<file path="src/rtl/uart_tx_serializer.sv">
// UART transmit serializer: valid/ready byte input, one-entry holding register, 8N1 LSB-first.
// Optional even parity bit between data and stop when UART_TX_PARITY_EN is defined.
module uart_tx_serializer #(
    parameter int CLKS_PER_BIT = 868,
    parameter int DATA_BITS    = 8
) (
    input  logic                 clk,
    input  logic                 rst,
    input  logic [DATA_BITS-1:0] in_data,
    input  logic                 in_valid,
    output logic                 in_ready,
    output logic                 tx,
    output logic                 busy,
    output logic                 frame_done
);

    localparam int BW = (CLKS_PER_BIT > 2) ? $clog2(CLKS_PER_BIT) : 1;
    localparam logic [BW-1:0] BAUD_LAST = BW'(CLKS_PER_BIT - 1);
    localparam logic [3:0]    BIT_LAST  = 4'(DATA_BITS - 1);

    if (CLKS_PER_BIT < 2) begin : g_bad_cpb
        $error("uart_tx_serializer: CLKS_PER_BIT must be >= 2");
    end
    if (DATA_BITS < 5 || DATA_BITS > 9) begin : g_bad_bits
        $error("uart_tx_serializer: DATA_BITS must be within 5..9");
    end

`ifdef UART_TX_PARITY_EN
    typedef enum logic [2:0] {IDLE, START, DATA, PARITY, STOP} state_t;
`else
    typedef enum logic [1:0] {IDLE, START, DATA, STOP} state_t;
`endif

    state_t               state_q, state_d;
    logic [BW-1:0]        baud_q, baud_d;
    logic [3:0]           bit_q, bit_d;
    logic [DATA_BITS-1:0] shift_q, shift_d;
    logic [DATA_BITS-1:0] hold_q, hold_d;
    logic                 hold_full_q, hold_full_d;
`ifdef UART_TX_PARITY_EN
    logic                 parity_q, parity_d;
`endif
    logic                 baud_end;

    assign baud_end = (baud_q == BAUD_LAST);

    always_comb begin
        state_d     = state_q;
        baud_d      = baud_q;
        bit_d       = bit_q;
        shift_d     = shift_q;
        hold_d      = hold_q;
        hold_full_d = hold_full_q;
`ifdef UART_TX_PARITY_EN
        parity_d    = parity_q;
`endif

        // Accept and reload are mutually exclusive: reload needs hold_full_q, accept needs it clear.
        if (in_valid && !hold_full_q) begin
            hold_d      = in_data;
            hold_full_d = 1'b1;
        end

        case (state_q)
            IDLE: begin
                baud_d = '0;
                bit_d  = '0;
                if (hold_full_q) begin
                    state_d     = START;
                    shift_d     = hold_q;
                    hold_full_d = 1'b0;
`ifdef UART_TX_PARITY_EN
                    parity_d    = ^hold_q;
`endif
                end
            end
            START: begin
                if (baud_end) begin
                    state_d = DATA;
                    baud_d  = '0;
                    bit_d   = '0;
                end else begin
                    baud_d = baud_q + BW'(1);
                end
            end
            DATA: begin
                if (baud_end) begin
                    baud_d  = '0;
                    shift_d = shift_q >> 1;
                    if (bit_q == BIT_LAST) begin
`ifdef UART_TX_PARITY_EN
                        state_d = PARITY;
`else
                        state_d = STOP;
`endif
                        bit_d = '0;
                    end else begin
                        bit_d = bit_q + 4'd1;
                    end
                end else begin
                    baud_d = baud_q + BW'(1);
                end
            end
`ifdef UART_TX_PARITY_EN
            PARITY: begin
                if (baud_end) begin
                    state_d = STOP;
                    baud_d  = '0;
                end else begin
                    baud_d = baud_q + BW'(1);
                end
            end
`endif
            STOP: begin
                if (baud_end) begin
                    baud_d = '0;
                    if (hold_full_q) begin
                        state_d     = START;
                        shift_d     = hold_q;
                        hold_full_d = 1'b0;
`ifdef UART_TX_PARITY_EN
                        parity_d    = ^hold_q;
`endif
                    end else begin
                        state_d = IDLE;
                    end
                end else begin
                    baud_d = baud_q + BW'(1);
                end
            end
            default: begin
                state_d = IDLE;
                baud_d  = '0;
                bit_d   = '0;
            end
        endcase
    end

    // Line outputs decode registered state only, so reset forces tx high without waiting for an edge.
    always_comb begin
        tx         = 1'b1;
        busy       = (state_q != IDLE);
        frame_done = (state_q == STOP) && baud_end;
        in_ready   = !hold_full_q;
        case (state_q)
            START:   tx = 1'b0;
            DATA:    tx = shift_q[0];
`ifdef UART_TX_PARITY_EN
            PARITY:  tx = parity_q;
`endif
            default: tx = 1'b1;
        endcase
    end

    always_ff @(posedge clk or posedge rst) begin
        if (rst) begin
            state_q     <= IDLE;
            baud_q      <= '0;
            bit_q       <= '0;
            shift_q     <= '0;
            hold_q      <= '0;
            hold_full_q <= 1'b0;
`ifdef UART_TX_PARITY_EN
            parity_q    <= 1'b0;
`endif
        end else begin
            state_q     <= state_d;
            baud_q      <= baud_d;
            bit_q       <= bit_d;
            shift_q     <= shift_d;
            hold_q      <= hold_d;
            hold_full_q <= hold_full_d;
`ifdef UART_TX_PARITY_EN
            parity_q    <= parity_d;
`endif
        end
    end

endmodule
</file>
<file path="config.mk">
export PLATFORM = sky130hd
export DESIGN_NAME = uart_tx_serializer
export DESIGN_NICKNAME = d
export VERILOG_FILES = /design/src/rtl/uart_tx_serializer.sv
export SDC_FILE = /design/constraint.sdc
export NUM_CORES = 1
export LEC_CHECK = 0
export CAP_MARGIN = 15
export CORE_ASPECT_RATIO = 1.5
export CORE_UTILIZATION = 56
export CTS_CLUSTER_DIAMETER = 100
export DETAILED_ROUTE_END_ITERATION = 8
export PLACE_DENSITY_LB_ADDON = 0.12
export SYNTH_ARGS = -nofsm -noshare
export SYNTH_HDL_FRONTEND = slang
export SYNTH_SLANG_ARGS = --single-unit
</file>
<file path="constraint.sdc">
create_clock -name clk -period 3 [get_ports clk]
set_clock_uncertainty 0.2 [all_clocks]
set_input_delay 0.6 -clock clk [delete_from_list [all_inputs] [get_ports clk]]
set_output_delay 0.6 -clock clk [all_outputs]
set_load 0.005 [all_outputs]
</file>
Yosys cells after proc, flatten, opt, wreduce, memory -nomap -nowiden

Cells that the tools add are included.

Flip-flop bits (word level): 33
Input bits: 11
Output and inout bits: 4

$add $sub $neg: 2
Equal/unequal tests: 10
Multiplexer cells: 22
Reductions and logical operators: 11

Operator list:

| operator                                             | count |
|---|---|
| 2-to-1 mux 8 bit                                     | 3 |
| one-hot mux 8 bit (3 select lines)                   | 1 |
| one-hot mux 10 bit (2 select lines)                  | 1 |
| 2-to-1 mux 4 bit                                     | 3 |
| one-hot mux 4 bit (3 select lines)                   | 1 |
| adder 10 x 1 -> 10 bit (second input constant)       | 1 |
| equality test 10 bit (second input constant)         | 1 |
| 2-to-1 mux 10 bit                                    | 1 |
| 2-to-1 mux 2 bit                                     | 5 |
| != test 2 bit (second input constant)                | 5 |
| one-hot mux 2 bit (4 select lines)                   | 1 |
| AND reduction 3 bit                                  | 2 |
| nonzero test 3 bit                                   | 2 |
| AND reduction 5 bit                                  | 1 |
| adder 4 x 1 -> 4 bit (second input constant)         | 1 |
| equality test 2 bit (second input constant)          | 2 |
| equality test 4 x 3 -> 1 bit (second input constant) | 1 |
| 2-to-1 mux 1 bit                                     | 4 |
| one-hot mux 1 bit (2 select lines)                   | 2 |
| OR reduction 3 bit                                   | 1 |
| equality test 2 x 1 -> 1 bit (second input constant) | 1 |
| logical AND 1 bit                                    | 2 |
| zero test 2 bit                                      | 1 |
| nonzero test 2 bit                                   | 1 |
| zero test 1 bit                                      | 1 |

Logic depth before layout (Yosys ltp)

Depth after elaboration: 6
Mapped depth: 7
Depth with buffers taken out: 6

Worst setup path after synthesis

No wires, ideal clock.

Path type: reg-to-reg
Start: register state_q[0]
End: register shift_q[0]
Library setup time: 0.125 ns
Arrival: 1.857 ns
Setup slack: 0.818 ns
Stages on the path, launching flop included: 7
Buffers on the path: 1
Cell sequence: dfrtp_1 -> inv_1 -> ha_1 -> buf_6 -> or2_2 -> a211oi_4 -> mux2_2

Cells in the longest elaborated chain, start to end: 3
Elaborated cells between the ends (all ways): 8
Classes of those cells: eq/ne: 4; mux: 1; reduce/logical: 3

RTL lines:

| what                                                          | RTL line | source |
|---|---|---|
| from (decl)                                                   | 34       | `state_t state_q, state_d;` |
| from (signal assigned)                                        | 167      | `state_q <= state_d;` |
| equality test 2 bit or zero test 2 bit (tied branches)        | 64       | `case (state_q)` |
| != test 2 bit (no line) or nonzero test 3 bit (tied branches) | --       |  |
| AND reduction 3 bit (no line)                                 | --       |  |
| to (signal assigned)                                          | 170      | `shift_q <= shift_d;` |
| to (decl)                                                     | 37       | `logic [DATA_BITS-1:0] shift_q, shift_d;` |

Parallel ways exist; a longest one is shown, timed or not.
A chain may end at the register's enable or synchronous reset.

Worst setup path in the final report

Start: register baud_q[0]
End: output frame_done

Cells in the longest elaborated chain, start to end: 2

RTL lines:

| what                   | RTL line | source |
|---|---|---|
| from (decl)            | 35       | `logic [BW-1:0] baud_q, baud_d;` |
| from (signal assigned) | 168      | `baud_q <= baud_d;` |
| equality test 10 bit   | 45       | `assign baud_end = (baud_q == BAUD_LAST);` |
| logical AND 1 bit      | 143      | `frame_done = (state_q == STOP) && baud_end;` |
| to (decl)              | 14       | `output logic frame_done` |

Every way passes these cells.

==> flow_metrics.py <==
metrics = {
    "run_status": {
        "status": "complete, no violations",
    },
    "floorplan": {
        "start_util": 0.592,
        "die_area_um2": 3310,
        "die_x_um": 47.3,
        "core_um2": 2910,
        "io_pins": 15,
        "die_height_um": 70.0,
        "num_rows": 24,
    },
    "global_route": {
        "grt_pass1_vias": 1233,
        "gr-total-overflow": 0,
        "antenna_found_initial": 0,
        "grt_max_degree": 34,
        "grtUsageTotal": 0.234,
        "grt_pass1_wl_um": 5460,
    },
    "pwr": {
        "internal_power_uw": 1260,
        "power_density_nw_per_um2": 944,
        "p_leak_uw": 0.000864,
        "p_sw_frac": 0.339,
        "ir_drop_mv": 0.632,
        "pwr-share-seq": 0.385,
        "p_clk_frac": 0.173,
        "combinationalPowerShare": 0.442,
        "switching_power_uw": 649,
        "power.total_uw": 1910,
    },
    "sta": {
        "fmax_mhz": 345,
        "period_share": 0.965,
        "period_minus_slack_ps": 2900,
        "setup_viol": 0,
        "tns_ps": 0,
        "slew_violations": 0,
        "fin_ws_ps": 105,
        "worst_slew_pin_slew_ps": 503,
        "hold_violations": 0,
        "slew_headroom": 0.664,
        "whs_ps": 299,
        "rsz0062_at_grt": "false",
    },
    "critical_path": {
        "slowest_stage": "clkdlybuf4s50_1",
        "slowest_delay_ps": 490,
        "critical_path_peak_fanout": 7,
        "end_kind": "output port",
        "cp.required_ps": 2200,
        "worstPathArrival_ps": 2100,
        "crit_chain": "ha_2 -> nor3b_4 -> and3_4 -> and2_1 -> clkdlybuf4s50_1",
        "startpoint_type": "register",
        "critPathKind": "reg -> out",
    },
    "logic_synthesis": {
        "syn_area_per_cell_um2": 11.6,
        "ys_async_sr_fraction": 1.00,
        "synth_area_um2": 1730,
        "synth_ff_type": "dfrtp_1",
        "yosysWarningCount": 0,
        "ys_seq_area_frac": 0.479,
        "syn-num-nets": 167,
        "synth_edf_count": 0,
        "yosys.area.top_type": "dfrtp_1",
        "netlist.area_leader.share": 0.479,
        "synthTopCellsByArea": "dfrtp_1, mux2_2, ha_1",
        "syn_inst": 149,
        "synth.most_common_cell": "dfrtp_1",
        "ys_types": 37,
        "synthTopCellsByCount": "dfrtp_1, mux2_2, inv_1, nor3_1, nand3_1",
        "synth_seq_cells": 33,
    },
    "place": {
        "gp_congestion": 0.762,
        "pre_cts_slack_ps": 280,
        "port_buffers": 14,
        "dpl.hpwl_um": 2410,
    },
    "min_path": {
        "hp-class": "reg -> reg",
    },
    "clock_network": {
        "clkTransAtPathRegs_ps": 70,
        "tritoncts": "built",
        "numCtsBuffers": 5,
        "cts-root-buf": "clkbuf_8",
        "cts_max_path_buffers": 2,
        "numClockSinks": 33,
        "insertion_delay_ps": 280,
        "h-tree-depth": 2,
    },
    "routing": {
        "wl_per_cell_um": 15.7,
        "drtAntennaViolNets": 0,
        "first_iter_violations": 32,
        "drtPass1Iterations": 4,
        "viasPerCell": 5.78,
        "drc": 0,
        "totalWireLength_um": 3320,
        "vias": 1220,
    },
    "finish": {
        "layout.nets": 190,
        "syn_to_final_growth_pct": 17.5,
        "multi_input_area_um2": 828,
        "n_fill_cell": 235,
        "ff_latch_area_um2": 826,
        "n_antenna_cell": 0,
        "drive_gt1_frac": 0.279,
    },
    "run": {
        "cap_violations": 0,
    },
}
[sequential cells by signal (all words and copies together), names as in the netlist]
name / count
hold_q: 8
state_q: 2
hold_full_q: 1
baud_q: 10
shift_q: 8
bit_q: 4
[area by class of cell]
| class | count | share of cell area |
|---|---|---|
| multi-input cells | 100 | 0.409 |
| flip-flops and latches | 33 | 0.407 |
| repair buffers | 22 | 0.0988 |
| clock buffers | 7 | 0.0426 |
| well taps | 39 | 0.0241 |
| inverters | 10 | 0.0185 |
[final timing paths]
check / start / to / slack (ps) / cells after the start
max reg2reg: state_q[0]$_DFFE_PP0P_ / shift_q[7]$_DFFE_PP0P_ / 520 / 5
max in group asynchronous: rst / shift_q[1]$_DFFE_PP0P_ / 1800 / 3
max: baud_q[0]$_DFF_PP0_ / frame_done / 100 / 5
min in group asynchronous: rst / bit_q[1]$_DFFE_PP0P_ / 500 / 3
min reg2reg: hold_q[3]$_DFFE_PP0P_ / hold_q[3]$_DFFE_PP0P_ / 300 / 1
min: hold_q[3]$_DFFE_PP0P_ / hold_q[3]$_DFFE_PP0P_ / 300 / 1
[layout by cell type (no fill, tap or decap), types with 2 or more instances in the layout]
| master | synthesis | routed |
|---|---|---|
| dfrtp_1 | 33 | 33 |
| xor2_1 | 5 | 5 |
| nor2b_1 | 2 | 2 |
| nand4_1 | 5 | 5 |
| inv_1 | 10 | 10 |
| nor2_1 | 4 | 4 |
| clkdlybuf4s50_1 | 0 | 14 |
| nand2_1 | 4 | 4 |
| ha_1 | 7 | 6 |
| and3_2 | 3 | 2 |
| nand3_1 | 8 | 8 |
| nor4b_1 | 2 | 2 |
| clkbuf_8 | 0 | 6 |
| nor3_1 | 9 | 9 |
| o21ai_0 | 6 | 6 |
| or2_2 | 2 | 2 |
| xnor2_1 | 3 | 3 |
| mux2_2 | 23 | 23 |
| buf_4 | 0 | 8 |
[critical path, delay by kind of cell (launching register included)]
| family | cells | cell delay, ps |
|---|---|---|
| fa+ha+maj | 1 | 260 |
| flops | 1 | 420 |
| simple gates | 3 | 640 |
| buf+inv | 1 | 490 |
[through the flow]
step / std cells / instance area, um2 / utilization
2_1_floorplan: 149 / 1730 / -
3_3_place_gp: 200 / 1900 / 0.654
3_5_place_dp: 200 / 1900 / 0.654
4_1_cts: 207 / 1990 / 0.685
5_1_grt: 211 / 2030 / 0.696
6_report: 211 / 2030 / 0.696
[power by group through the flow]
stage	registers, uW	logic [uW]	clock network [uW]
floorplan	694	677	0
global placement	728	811	0
detailed placement	741	836	0
CTS	738	847	338
global route	761	927	357
finish	736	846	331
[logic make-up after synthesis]
logic type | Yosys count | share of synthesized area
AO/OA/AOI/OAI | 14 | 0.0616
adder cells (fa/ha/maj) | 7 | 0.0508
buffers and inverters | 16 | 0.0450
XOR/XNOR | 8 | 0.0406
AND/OR/NAND/NOR | 47 | 0.168
multiplexers | 24 | 0.156
flip-flops | 33 | 0.479
[what timing repair did]
| action | CTS | global route |
|---|---|---|
| endpoints found under the setup margin | 1 | 1 |
| resized for setup | 1 | 1 |
| hold buffers | 0 | 0 |
| buffers inserted | 0 | 4 |
| pin swaps | 0 | 1 |
[per-layer routing]
layer,wire length [um],GRT usage,vias up,part of all wire
li1,-,-,574,-
met2,1920,0.414,20,0.58
met4,76,0.0952,0,0.023
met3,84,0.0620,8,0.025
met5,0,0,-,0
met1,1240,0.240,618,0.37
Power figures use the tool's default switching activity.
==> RTL change, RTL diff (same settings) <==
Make the reset (`rst`) synchronous in one clocked block.
--- a/src/rtl/uart_tx_serializer.sv
+++ b/src/rtl/uart_tx_serializer.sv
@@ -154,3 +154,3 @@
 
-    always_ff @(posedge clk or posedge rst) begin
+    always_ff @(posedge clk) begin
         if (rst) begin
Check against the original RTL: differs if rst is asserted again (counterexample within 4 cycles, from zero or initial values and one cycle with rst high); with rst held inactive, the same outputs for 10 cycles.
==> RTL change against the unedited design <==
Wire length about the same; largest cell class unchanged; sequential cell count unchanged; highest routed layer unchanged; total power decreased by 18%; final area decreased by 4.9%; largest power group is now registers; hold slack got worse by 0.055 ns; global-route usage increased by 2.7 points; synthesized area decreased by 6.8%; critical endpoint unchanged; worst setup slack got worse by 0.025 ns.
==> RTL change: results <==
set metrics [dict create \
    synth_common_cells "33 x dfxtp_1, 23 x nor2_1, 16 x mux2i_1, 10 x a21oi_1, 8 x inv_1" \
    synth_area_leaders "dfxtp_1 41%, mux2i_1 10%, ha_1 5.4%" \
    min_from "baud_q[0]" \
    reg2reg_slack_ns 0.61 \
    wirelength_um 3320 \
    syn_avg_cell_area_um2 9.40 \
    irDropWorstVdd_v 0.000577 \
    yosysSeqAreaShare_pct 41.1 \
    grt_pass1_wl_um 5600 \
    gp_congestion 0.839 \
    instances_no_fill 226 \
    first_iter_violations 29 \
    ys.flop_type "dfxtp_1" \
    status "complete, no violations" \
    holdPathEnd "baud_q[0]" \
    async_flop_share_pct 0 \
    final_nets 206 \
    placed_cell_area_um2 1790 \
    power_leakage_uw 0.000699 \
    place_inst 218 \
    drive_above_1_share_pct 11.6 \
    hp-class "reg2reg" \
    pre_cts_slack_ns 0.238 \
    path_max_fanout 4 \
    worst_slew_pin_slew_ns 0.598 \
    grt.total_usage_pct 26.1 \
    grt_pass1_vias 1226 \
    synth_cell_type_count 41 \
    reg2reg_from "state_q[0]" \
    dp.final_hpwl_um 2240 \
    clockBufferDepth 2 \
    r2r-end "bit_q[3]" \
]
==> RTL change: changes by cell type after synthesis, sizes merged, moves of 4 or more <==
| cell | change |
|---|---|
| dfrtp | -33 |
| dfxtp | +33 |
| mux2 | -23 |
| nor2 | +19 |
| mux2i | +15 |
| a21oi | +10 |
| a311oi | +7 |
| nor3 | -6 |
| o21ai | -5 |
| and3 | -4 |
| nand3 | -4 |
| nand4 | -4 |
| or3 | +4 |
==> RTL change: timing repair <==
action	4_1_cts	5_1_grt
hold buffers	0	0
setup buffers	0	0
gates resized for setup	1	3
endpoints found under the setup margin	1	1
==> RTL change: stage by stage <==
stage          total power, uW  hold slack (ns)  TNS [ns]
2_1_floorplan              963            0.230         0
3_3_place_gp              1110            0.243         0
3_5_place_dp              1130            0.270         0
4_1_cts                   1570            0.286         0
5_1_grt                   1670            0.269  -0.00523
6_report                  1560            0.245         0
==> RTL change: metal layers <==
layer | track usage [%] | wire length, um
met3 | 8.02 | 105
met5 | 0 | 0
met4 | 12.1 | 66
met2 | 43.9 | 1830
met1 | 29.2 | 1320
==> RTL change: cell type report <==
| class | count | area (um^2) |
|---|---|---|
| Multi-Input combinational cell | 121 | 892 |
| Fill cell | 238 | 777 |
| Sequential cell | 33 | 662 |
| Timing Repair Buffer | 19 | 178 |
| Clock buffer | 6 | 82.6 |
| Tap cell | 37 | 46.3 |
| Clock inverter | 2 | 37.5 |
| Inverter | 8 | 30.0 |
==> RTL change: where the power goes <==
group	leakage, uW	switching, uW	internal, uW
clock network	0.0000574	171	270
logic	0.000373	286	248
registers	0.000269	61.3	527
total	0.000699	519	1050
==> RTL change: cell families after synthesis <==
kind of cell,Yosys count,share of synthesized area (%)
AOI/OAI and AO/OA,33,16.7
and+or+nand+nor,57,18.2
muxes,16,9.96
xor gates and xnor gates,8,4.36
DFF,33,41.1
buffers and inverters,17,4.28
adders and majority gates,7,5.45
==> RTL change: how the worst max path moves through the flow <==
stage          slack (ns)        from  cells after the start    endpoint
3_3_place_gp         0.35   baud_q[0]                      5  frame_done
3_5_place_dp         0.24   baud_q[0]                      5  frame_done
2_1_floorplan        0.70  state_q[0]                      5          tx
5_1_grt            -0.005   baud_q[1]                      5  frame_done
6_report             0.08   baud_q[1]                      5  frame_done
4_1_cts              0.01   baud_q[0]                      5  frame_done
==> RTL change: worst max-delay path, cell delays in order, from the launching register on <==
cell	delay, ns
dfxtp_1	0.36
ha_2	0.22
or3b_4	0.42
nor3_4	0.19
and2_1	0.16
clkdlybuf4s50_1	0.49
